## config.mk

```make
export PLATFORM = sky130hd
export DESIGN_NAME = weight_fetch_biu
export DESIGN_NICKNAME = d
export VERILOG_FILES = /design/src/rtl/weight_fetch_biu.sv
export SDC_FILE = /design/constraint.sdc
export NUM_CORES = 1
export LEC_CHECK = 0
export BUFFER_PORTS_ARGS = -buffer_cell sky130_fd_sc_hd__buf_4
export CAP_MARGIN = 25
export CORE_MARGIN = 5
export CORE_UTILIZATION = 30
export CTS_CLUSTER_SIZE = 30
export DETAILED_ROUTE_END_ITERATION = 7
export PLACE_DENSITY = 0.52
export SETUP_SLACK_MARGIN = 0.05
export SLEW_MARGIN = 20
export SYNTH_ARGS = -nofsm -noshare
export SYNTH_HDL_FRONTEND = slang
export SYNTH_SLANG_ARGS = --single-unit
```

## constraint.sdc

```tcl
create_clock -name clk -period 13.8 [get_ports clk]
set_clock_uncertainty 0.2 [all_clocks]
set_input_delay 3.45 -clock clk [delete_from_list [all_inputs] [get_ports clk]]
set_output_delay 3.45 -clock clk [all_outputs]
set_load 0.1 [all_outputs]
```

## src/rtl/weight_fetch_biu.sv

```systemverilog
`timescale 1ns/1ps
`default_nettype none
// ============================================================================
// Module   : weight_fetch_biu
// Purpose  : Weight-fetch bus interface unit. For one output channel it reads
//            the 3x3 weight block (9*in_grp words) and, if requested, the 1x1
//            block (in_grp words) from memory, keeping at most OUTS reads in
//            flight. It writes each returned word into the local weight buffer
//            at {seg, oc_idx, kpos, grp}.
// Ports    : clk, rst_n (async, active-low)
//            start/k1_en/in_grp/oc_idx/w3_base/w1_base : job descriptor
//            busy, done                                : job status
//            req_addr/req_vld/req_rdy                  : read request channel
//            rsp_data/rsp_vld/rsp_rdy                  : read response channel
//            wr_addr/wr_data/wr_en                     : buffer write port
// Revision : 1.0 - initial release
// ============================================================================
module weight_fetch_biu #(
  parameter int AW    = 32,
  parameter int DW    = 32,
  parameter int GRP_W = 6,
  parameter int OUTS  = 4
) (
  input  logic             clk,
  input  logic             rst_n,
  input  logic             start,
  input  logic             k1_en,
  input  logic [GRP_W-1:0] in_grp,
  input  logic [7:0]       oc_idx,
  input  logic [AW-1:0]    w3_base,
  input  logic [AW-1:0]    w1_base,
  output logic             busy,
  output logic             done,
  output logic [AW-1:0]    req_addr,
  output logic             req_vld,
  input  logic             req_rdy,
  input  logic [DW-1:0]    rsp_data,
  input  logic             rsp_vld,
  output logic             rsp_rdy,
  output logic [AW-1:0]    wr_addr,
  output logic [DW-1:0]    wr_data,
  output logic             wr_en
);

  // Request counters must hold 10*in_grp at most.
  localparam int CW    = GRP_W + 4;
  localparam int BYTES = DW / 8;

  typedef enum logic [1:0] {
    S_IDLE   = 2'd0,
    S_ISSUE3 = 2'd1,
    S_ISSUE1 = 2'd2,
    S_DRAIN  = 2'd3
  } state_t;

  state_t           r_state;
  state_t           w_next;
  logic             r_k1;
  logic [GRP_W-1:0] r_in_grp;
  logic [7:0]       r_oc;
  logic [AW-1:0]    r_w1_start;
  logic [AW-1:0]    r_req_addr;
  logic [CW-1:0]    r_iss_cnt;
  logic [CW-1:0]    r_rcv_cnt;
  logic [CW-1:0]    r_total;
  logic [3:0]       r_out_cnt;
  logic             r_seg;
  logic [3:0]       r_kpos;
  logic [GRP_W-1:0] r_grp;

  logic             w_start_acc;
  logic [AW-1:0]    w_off1;
  logic [AW-1:0]    w_off3;
  logic [CW-1:0]    w_in_ext;
  logic [CW-1:0]    w_new_total;
  logic [CW-1:0]    w_r_ext;
  logic [CW-1:0]    w_seg_target;
  logic             w_req_hs;
  logic             w_rsp_hs;
  logic             w_seg_last;

  assign w_start_acc = (r_state == S_IDLE) && start;

  // Start offsets are computed from the live inputs and captured with start.
  assign w_off1      = AW'(oc_idx) * AW'(in_grp) * AW'(BYTES);
  assign w_off3      = w_off1 * AW'(9);
  assign w_in_ext    = CW'(in_grp);
  assign w_new_total = (w_in_ext << 3) + w_in_ext + (k1_en ? w_in_ext : '0);

  assign w_r_ext      = CW'(r_in_grp);
  assign w_seg_target = (r_state == S_ISSUE1) ? w_r_ext : ((w_r_ext << 3) + w_r_ext);

  assign busy     = (r_state != S_IDLE);
  assign rsp_rdy  = busy;
  assign req_addr = r_req_addr;
  // The iss_cnt guard also keeps an empty job from ever raising req_vld.
  assign req_vld  = ((r_state == S_ISSUE3) || (r_state == S_ISSUE1)) &&
                    (r_iss_cnt < w_seg_target) && (r_out_cnt < 4'(OUTS));
  assign w_req_hs   = req_vld && req_rdy;
  assign w_seg_last = w_req_hs && (r_iss_cnt == (w_seg_target - CW'(1)));
  assign w_rsp_hs   = rsp_vld && rsp_rdy;
  assign wr_en      = w_rsp_hs;
  assign wr_data    = rsp_data;
  assign wr_addr    = AW'({r_seg, r_oc, r_kpos, r_grp});
  assign done       = (r_state == S_DRAIN) && (r_rcv_cnt == r_total);

  always_comb begin
    w_next = r_state;
    case (r_state)
      S_IDLE:   if (start) w_next = S_ISSUE3;
      S_ISSUE3: begin
        if (w_seg_target == '0)  w_next = S_DRAIN;
        else if (w_seg_last)     w_next = r_k1 ? S_ISSUE1 : S_DRAIN;
      end
      S_ISSUE1: if (w_seg_last) w_next = S_DRAIN;
      S_DRAIN:  if (done) w_next = S_IDLE;
      default:  w_next = S_IDLE;
    endcase
  end

  always_ff @(posedge clk or negedge rst_n) begin
    if (!rst_n) begin
      r_state    <= S_IDLE;
      r_k1       <= 1'b0;
      r_in_grp   <= '0;
      r_oc       <= '0;
      r_w1_start <= '0;
      r_req_addr <= '0;
      r_iss_cnt  <= '0;
      r_rcv_cnt  <= '0;
      r_total    <= '0;
      r_out_cnt  <= '0;
      r_seg      <= 1'b0;
      r_kpos     <= '0;
      r_grp      <= '0;
    end else begin
      r_state <= w_next;
      if (w_start_acc) begin
        r_k1       <= k1_en;
        r_in_grp   <= in_grp;
        r_oc       <= oc_idx;
        r_req_addr <= w3_base + w_off3;
        r_w1_start <= w1_base + w_off1;
        r_total    <= w_new_total;
        r_iss_cnt  <= '0;
        r_rcv_cnt  <= '0;
        r_out_cnt  <= '0;
        r_seg      <= 1'b0;
        r_kpos     <= '0;
        r_grp      <= '0;
      end else begin
        if (w_req_hs) begin
          if (w_seg_last) begin
            r_iss_cnt  <= '0;
            r_req_addr <= r_w1_start;
          end else begin
            r_iss_cnt  <= r_iss_cnt + CW'(1);
            r_req_addr <= r_req_addr + AW'(BYTES);
          end
        end

        if (w_req_hs && !w_rsp_hs)
          r_out_cnt <= r_out_cnt + 4'd1;
        else if (!w_req_hs && w_rsp_hs && (r_out_cnt != 4'd0))
          r_out_cnt <= r_out_cnt - 4'd1;

        // Responses arrive in request order, so the buffer address is a
        // running {seg, kpos, grp} count of the words written so far.
        if (w_rsp_hs) begin
          r_rcv_cnt <= r_rcv_cnt + CW'(1);
          if (r_grp == (r_in_grp - GRP_W'(1))) begin
            r_grp <= '0;
            if (!r_seg) begin
              if (r_kpos == 4'd8) begin
                r_kpos <= '0;
                r_seg  <= r_k1;
              end else begin
                r_kpos <= r_kpos + 4'd1;
              end
            end
          end else begin
            r_grp <= r_grp + GRP_W'(1);
          end
        end
      end
    end
  end

endmodule
`default_nettype wire

```

# Yosys cells after proc, flatten, opt, wreduce, memory -nomap -nowiden
# Cells that the tools add are included.
[word_totals]
wordCells = 100
mem_bits_rw = 0
memories = 0
rom_bits = 0
input_bits = 116
register_bits = 126
output_inout_bits = 101
latch_bits = 0
[classes]
div_mod_pow = 0
n_lt_le_gt_ge = 2
n_bitwise = 0
n_reduce_logical = 24
shift = 0
add_sub_neg = 14
mux = 33
n_mul = 2
eq_ne = 12
[ops]
columns = ["op", "count"]
rows = [
  ["32-bit 2-to-1 mux", 3],
  ["10-bit 2-to-1 mux", 6],
  ["32-bit by 16-bit adder with 32-bit output", 1],
  ["32-bit by 20-bit adder with 32-bit output", 1],
  ["32-bit by 3-bit adder with 32-bit output, second input constant", 1],
  ["4-bit 2-to-1 mux", 8],
  ["6-bit 2-to-1 mux", 4],
  ["10-bit by 1-bit adder with 10-bit output, second input constant", 2],
  ["9-bit by 6-bit adder with 10-bit output", 2],
  ["10-bit equality test", 2],
  ["14-bit by 4-bit multiplier with 18-bit output, second input constant", 1],
  ["8-bit by 6-bit multiplier with 14-bit output", 1],
  ["10-bit by 6-bit adder with 10-bit output", 1],
  ["1-bit logical AND", 10],
  ["10-bit zero test", 1],
  ["10-bit less-than comparator", 1],
  ["2-bit 2-to-1 mux", 5],
  ["10-bit by 1-bit subtractor with 10-bit output, second input constant", 1],
  ["4-bit by 1-bit adder with 4-bit output, second input constant", 2],
  ["2-bit one-hot mux with 4 select lines", 1],
  ["2-bit nonzero test", 4],
  ["6-bit by 1-bit adder with 6-bit output, second input constant", 1],
  ["6-bit equality test", 1],
  ["1-bit 2-to-1 mux", 6],
  ["other kinds (17)", 21],
]

# Logic depth before layout (Yosys ltp)
# Gate-level depths: netlist of run 1.
[depth]
depth_word = 12
mapped_depth = 30
ltp_nobuf = 29

# Worst setup path after synthesis of run 1
# No wires, ideal clock.
[synth_path]
path_kind = "input -> register"
start = "input port in_grp[4]"
end = "register r_req_addr[25], in the netlist req_addr[25]"
required_time_ps = 13496
setup_slack_ps = 3596
t_arrival_ps = 9900
path_stages = 29
path_buffers = 1
setup_time_ps = 104
path_cell_list = "clkbuf_1 -> and2_1 -> fa_1 -> fa_1 -> inv_1 -> fa_1 -> inv_1 -> ha_1 -> a21oi_2 -> nor2b_1 -> or4_4 -> and3_4 -> nor2_1 -> and2_1 -> nor2_1 -> ha_1 -> a21boi_0 -> o21ai_0 -> a21boi_0 -> o21ai_0 -> a211oi_1 -> ha_1 -> or2_2 -> a21oi_1 -> a21oi_1 -> a41oi_1 -> nor3_1 -> xnor2_1 -> a221oi_1"
[synth_via]
elab_chain_len = 4
[synth_rtl]
columns = ["element", "line_no", "source"]
rows = [
  ["start: declaration", "28", "input logic [GRP_W-1:0] in_grp,"],
  ["8-bit by 6-bit multiplier with 14-bit output", "85", "assign w_off1 = AW'(oc_idx) * AW'(in_grp) * AW'(BYTES);"],
  ["14-bit by 4-bit multiplier with 18-bit output", "86", "assign w_off3 = w_off1 * AW'(9);"],
  ["32-bit by 20-bit adder with 32-bit output", "142", "r_req_addr <= w3_base + w_off3;"],
  ["32-bit 2-to-1 mux", "138", "if (w_start_acc) begin"],
  ["end signal: assignment", "142", ""],
  ["end signal: assignment", "155", "r_req_addr <= r_w1_start;"],
  ["end signal: assignment", "158", "r_req_addr <= r_req_addr + AW'(BYTES);"],
  ["end: declaration", "62", "logic [AW-1:0] r_req_addr;"],
]
# No other way between the ends.
# A chain may end at the register's enable or synchronous reset.

# Worst setup path in the final report of run 1
[layout_path]
start = "input port in_grp[2]"
end = "register r_req_addr[22], in the netlist req_addr[22]"
# The elaborated chain is that of the path after synthesis.

==> results of run 1 <==
## cells in the final DEF (no fill, tap or decap), types with 7 or more instances in the layout
master     synthesis  layout
o21bai_1           7       7
o31ai_1           36      36
xor2_1            32      32
a21o_1            24      24
o21a_1             9       9
dfrtp_1          126     126
and2_1            65      64
and3_1            26      26
a22o_1            10      10
nand3_1           53      53
conb_1             1      14
nor2b_1           15      15
nand2_1          168     167
ha_1              99      99
or4_1             18      18
a21oi_1           56      56
nand2b_1          12      12
a22oi_1            8       8
mux2i_1           16      16
nor4_1             7       7
buf_4             51     149
a221oi_1           8       8
nor2_1            91      91
nor3_1            28      27
a31oi_1           40      39
o21ai_0           87      87
fa_1              33      33
a21boi_0           7       7
inv_1             85      85
a211oi_1          21      21
clkbuf_16          0      17
xnor2_1           57      57
nand4_1           16      16
## area by class of cell
type                       instances  area, µm²  share of cell area (%)
tap                              532        666                    4.70
clock inverter                    12        114                   0.805
sequential                       126       3150                    22.3
timing repair buffer             150       1130                    7.98
multi-input combinational       1173       8310                    58.7
clock buffer                      19        453                    3.20
inverter                          86        323                    2.28
## cells in the mapped netlist (40+ instances only)
master    number
inv_1         85
o21ai_0       87
and2_1        65
dfrtp_1      126
nand2_1      168
nand3_1       53
buf_4         51
clkbuf_1      43
a21oi_1       56
ha_1          99
xnor2_1       57
a31oi_1       40
nor2_1        91
## critical path, delay by kind of cell
family          cells  cell delay [ns]
simple gates        5             0.84
xor+xnor            3             0.71
buf+inv             4             0.29
fa+ha+maj           7             2.80
compound gates     10             2.79
## worst paths after layout
check / start / slack (ns) / to / cells past startpoint
setup reg to reg: r_in_grp[3] / 8.30 / r_state[1] / 17
hold / removal: r_w1_start[1] / 0.28 / r_w1_start[1] / 2
max in group asynchronous: rst_n / 9.29 / r_grp[3] / 2
hold reg to reg: r_w1_start[1] / 0.28 / r_w1_start[1] / 2
setup / recovery: in_grp[2] / 3.06 / req_addr[22] / 29
min in group asynchronous: rst_n / 2.86 / r_w1_start[27] / 1
## cell families after synthesis
logic type                 Yosys count  share of synthesized area, %
and+or+nand+nor                    528                          21.4
AOI/OAI and AO/OA                  388                          21.8
buffers and inverters              198                          7.79
adders and majority gates          132                          15.4
DFF                                126                          25.5
xor gates and xnor gates            89                          6.31
muxes                               22                          1.84
other                                1                        0.0303
## registers in the layout (all words and copies together), names as in the netlist
signal	count
r_state	2
r_iss_cnt	10
req_addr	32
r_out_cnt	4
r_w1_start	32
r_in_grp	6
r_grp	6
r_oc	8
r_seg	1
r_total	10
r_rcv_cnt	10
r_k1	1
r_kpos	4
## layer usage
layer	vias up	GRT usage, %
met4	0	4.44
met5	-	0
met2	217	26.4
met3	39	2.89
li1	5422	-
met1	5378	23.2
## stage by stage
stage | util (%) | hold WS (ns) | setup WS (ns) | total power [mW] | instances
floorplan | - | 0.241 | 3.60 | 2.16 | 1497
global placement | 33.2 | 0.258 | 2.73 | 2.58 | 2066
detailed placement | 33.2 | 0.264 | 2.61 | 2.61 | 2066
CTS | 34.6 | 0.280 | 3.04 | 3.08 | 2097
global route | 34.7 | 0.307 | 2.52 | 3.34 | 2098
finish | 34.7 | 0.275 | 3.06 | 3.06 | 2098
## power breakdown
| part | switching (mW) | internal [mW] | total [mW] |
|---|---|---|---|
| Combinational | 1.31 | 0.839 | 2.15 |
| Sequential | 0.0527 | 0.405 | 0.457 |
| Clock | 0.193 | 0.257 | 0.450 |
==> impl_metrics.toml, run 1 <==
[power_and_ir_drop]
power.density_mw_per_mm2 = 216
vdd_drop_max_mv = 0.191
p_leak_nw = 6.49

[synthesis]
ys_warn_count = 0
synth_largest_area_cell = "dfrtp_1"
async_reset_ff_share_pct = 100
syn_inst = 1484
netlist_area_mm2 = 0.0124
synthTopCellsByArea = "dfrtp_1, ha_1, fa_1"
synth_top_area_share_pct = 25.5
synthFlopType = "dfrtp_1"
synth_area_per_cell_um2 = 8.33
synth_cell_types = 86
synth-edff-count = 0
ys_ff_latch = 126
ys_seq_area_share_pct = 25.5

[clock_tree]
cts-hold-fix-buffers = 0
ctsHtreeMaxLevel = 4
clk_root_buffer_cell = "clkbuf_16"
post-cts-setup-buffers = 0
clk_latency_ns = 0.45
path_clk_slew_ns = 0.06
cts_resized = 0
cts_tree = "done"
clock_path_buffers = 2
cts_sinks = 126
cts-buffers-inserted = 17

[drt]
met2_wirelength_um = 18000
final_antenna_net_count = 0
drc = 0
drtIter0Drc = 656
vias = 11100
met1_length_um = 17900
wl_per_cell_um = 18.1
routed_wl_um = 37900
drt-pass1-iter-count = 5
wl_met3_um = 1520
highest_layer = "met4"
vias_per_cell = 5.27

[timing]
finalSetupViolCount = 0
slew_violations = 0
slew_headroom_pct = 30.9
tns_ns = 0
max_freq_mhz = 93.1
finalCriticalPeriod_ns = 10.74
timing.final.crit_share_pct = 77.8
hold_viol = 0
grt_setup_unrepaired = "false"
worstMarginPinSlew_ns = 1.03

[floorplanning]
ios = 217
start_util_pct = 30.3
rows = 74
die_x_um = 213
coreArea_mm2 = 0.0408
fp.dieArea_mm2 = 0.0454
die_y_um = 213

[global_route]
grt_max_degree = 77
antenna_found_initial = 0
grt_usage_pct = 16.5
grt_pass1_wl_um = 59400
grt_pass1_vias = 10600
grt_overflow_total = 0

[hold_path]
hold_class = "reg2reg"

[critical_path]
crit_arrival_ns = 10.88
start_kind = "input port"
slowest_delay_ns = 0.91
crit_top_cell = "o21ai_0"
cp_max_fo = 12
crit_path_top_delay_cell = "o41ai_2"
path_class = "in2reg"
crit_path_end_kind = "flip-flop"
cp_data_required_time_ns = 13.94

[placement]
placed_area_mm2 = 0.0136
portBuffers = 139
dp_hpwl_um = 28900
place_congestion = 0.842

[final_layout]
nNetsFinal = 1802
antenna-diode-count = 0
final_area_mm2 = 0.0142
drive_gt1_share_pct = 13.8
area_delta_synth_final_pct = 14.5
n_fill_cell = 4238

[run]
maxCapViolCount = 0

[status]
outcome = "completed"
Note: power is estimated with default switching activity, not from simulation.
==> run 2: changes to the inputs <==
ABC_AREA = 1   (was default)
PLACE_DENSITY = 0.54   (was 0.52)
clock period = 8.97 ns   (was 13.8 ns; I/O delays follow)
==> run 2 against run 1 <==
  * Utilization increased by 1.9 points
  * Synthesized cell count grew 35%
  * Final area up 11%
  * Non-clock buffer count grew 69
  * Via count is 19% higher
  * Setup slack got worse by 2.5 ns
  * Critical path depth increased by 10
  * Final cell count rose by 32%
==> impl_metrics.toml, run 2 <==
[floorplanning]
ios = 217
fp.dieArea_mm2 = 0.0479
coreArea_mm2 = 0.0431
die_y_um = 219
die_x_um = 219
rows = 76
start_util_pct = 30.4

[drt]
drc = 0
vias = 13200
vias_per_cell = 4.76
routed_wl_um = 42700
wl_per_cell_um = 15.5
final_antenna_net_count = 0
drtIter0Drc = 841
drt-pass1-iter-count = 8

[final_layout]
final_common_cell = "nand2_1"
utilization_pct = 36.5
final_cell_mix = "nand2_1, inv_1, buf_4, nand3_1, nor2_1"
final_area_mm2 = 0.0157
drive_gt1_share_pct = 14.1
antenna-diode-count = 0
nNetsFinal = 2411
area_delta_synth_final_pct = 20.2

[timing]
max_freq_mhz = 119
hold_viol = 0
finalSetupViolCount = 0
slew_violations = 0
worst_slack_ns = 0.537
timing.final.crit_share_pct = 94.0
finalCriticalPeriod_ns = 8.43
worstMarginPinSlew_ns = 0.863
grt_setup_unrepaired = "false"
slew_headroom_pct = 42.5

[clock_tree]
cts_sinks = 126
path_clk_slew_ns = 0.06
clk_latency_ns = 0.45
cts-buffers-inserted = 17
clk_root_buffer_cell = "clkbuf_16"
cts_tree = "done"
ctsHtreeMaxLevel = 4
clock_path_buffers = 2

[synthesis]
ys_seq_area_share_pct = 24.1
synth_cell_types = 46
synth-edff-count = 0
yosysMostFrequentCell = "nand2_1"
synth_largest_area_cell = "dfrtp_1"
synth_common_cells = "nand2_1, inv_1, nand3_1"
ys_warn_count = 0
netlist_area_mm2 = 0.0131
synth_top_area_share_pct = 24.1
async_reset_ff_share_pct = 100
synth_area_per_cell_um2 = 6.54
ys_ff_latch = 126
synthFlopType = "dfrtp_1"
syn_inst = 1999
synthTopCellsByArea = "dfrtp_1, nand2_1, ha_1"

[hold_path]
hold_path_depth = 2
hold_class = "reg2reg"

[placement]
portBuffers = 139
post-place-ws_ns = -0.0993
place_congestion = 0.926
dp_hpwl_um = 34600
placed_area_mm2 = 0.0150

[critical_path]
path_class = "in2reg"
crit_arrival_ns = 8.57
crit_path_top_delay_cell = "fa_1"
cp_max_fo = 4
start_kind = "input port"
slowest_delay_ns = 0.55
crit_top_cell = "nand2_1"
worst_r2r_path_depth = 22
cp_data_required_time_ns = 9.10
crit_path_end_kind = "flip-flop"

[run]
maxCapViolCount = 0

[global_route]
grt_usage_pct = 17.8
grt_pass1_vias = 12600
antenna_found_initial = 0
grt_max_degree = 73
grt_pass1_wl_um = 68100
grt_overflow_total = 0

[status]
outcome = "completed"
## run 2: cell type report
| cell class | count | area [µm²] |
|---|---|---|
| multi-input cells | 1471 | 8370 |
| fillers | 4599 | 27400 |
| repair buffers | 219 | 1650 |
| inverters | 328 | 1230 |
| clock inverters | 15 | 168 |
| flip-flops and latches | 126 | 3150 |
| clock buffers | 17 | 425 |
| well taps | 585 | 732 |
## run 2: worst paths after layout
check	from	to	slack, ns
setup / recovery	oc_idx[3]	req_addr[27]	0.54
min in group asynchronous	rst_n	req_addr[9]	1.59
hold reg to reg	r_w1_start[6]	r_w1_start[6]	0.28
hold / removal	r_w1_start[6]	r_w1_start[6]	0.28
setup reg to reg	r_in_grp[3]	req_addr[14]	3.77
max in group asynchronous	rst_n	r_w1_start[15]	5.63
## run 2: critical path, delay by kind of cell
family,cells,cell delay [ns]
compound gates,4,0.52
xor+xnor,3,0.55
fa+ha+maj,7,2.76
buf+inv,7,0.64
simple gates,18,1.86
## run 2: timing repair
item                                    CTS  global route
endpoints found under the setup margin    0            13
buffers inserted                          0             1
hold buffers                              0             0
resized for setup                         0            27
## run 2: per-layer routing
layer  vias to the layer above  track usage [%]  wire, µm
met5                         -                0         0
met4                         0             4.86       876
met1                      6130             25.3     20500
li1                       6654                -         -
met2                       316             28.5     19500
met3                        50             2.43      1850
## run 2: kinds of logic (layout without fill, tap and decap cells)
kind of cell / count (synthesis) / in the layout / share of synthesized area (%)
DFF: 126 / 126 / 24.1
and+or+nand+nor: 1006 / 1006 / 32.8
AOI/OAI and AO/OA: 247 / 247 / 10.3
adders and majority gates: 132 / 132 / 14.5
xor gates and xnor gates: 72 / 72 / 4.82
buffers and inverters: 415 / 579 / 13.4
other: 1 / 14 / 0.0287
## run 2: metrics by stage
| step | instances | hold slack, ns | TNS, ns |
|---|---|---|---|
| 3_5_place_dp | 2728 | 0.264 | -0.390 |
| 2_1_floorplan | 2012 | 0.240 | 0 |
| 5_1_grt | 2761 | 0.313 | 0 |
| 4_1_cts | 2760 | 0.280 | 0 |
| 3_3_place_gp | 2728 | 0.260 | -0.0521 |
| 6_report | 2761 | 0.280 | 0 |
Power of run 2 is left out: the tool's default activity adds up to more than one toggle a clock period on the data nets, which glitch-free logic cannot reach.
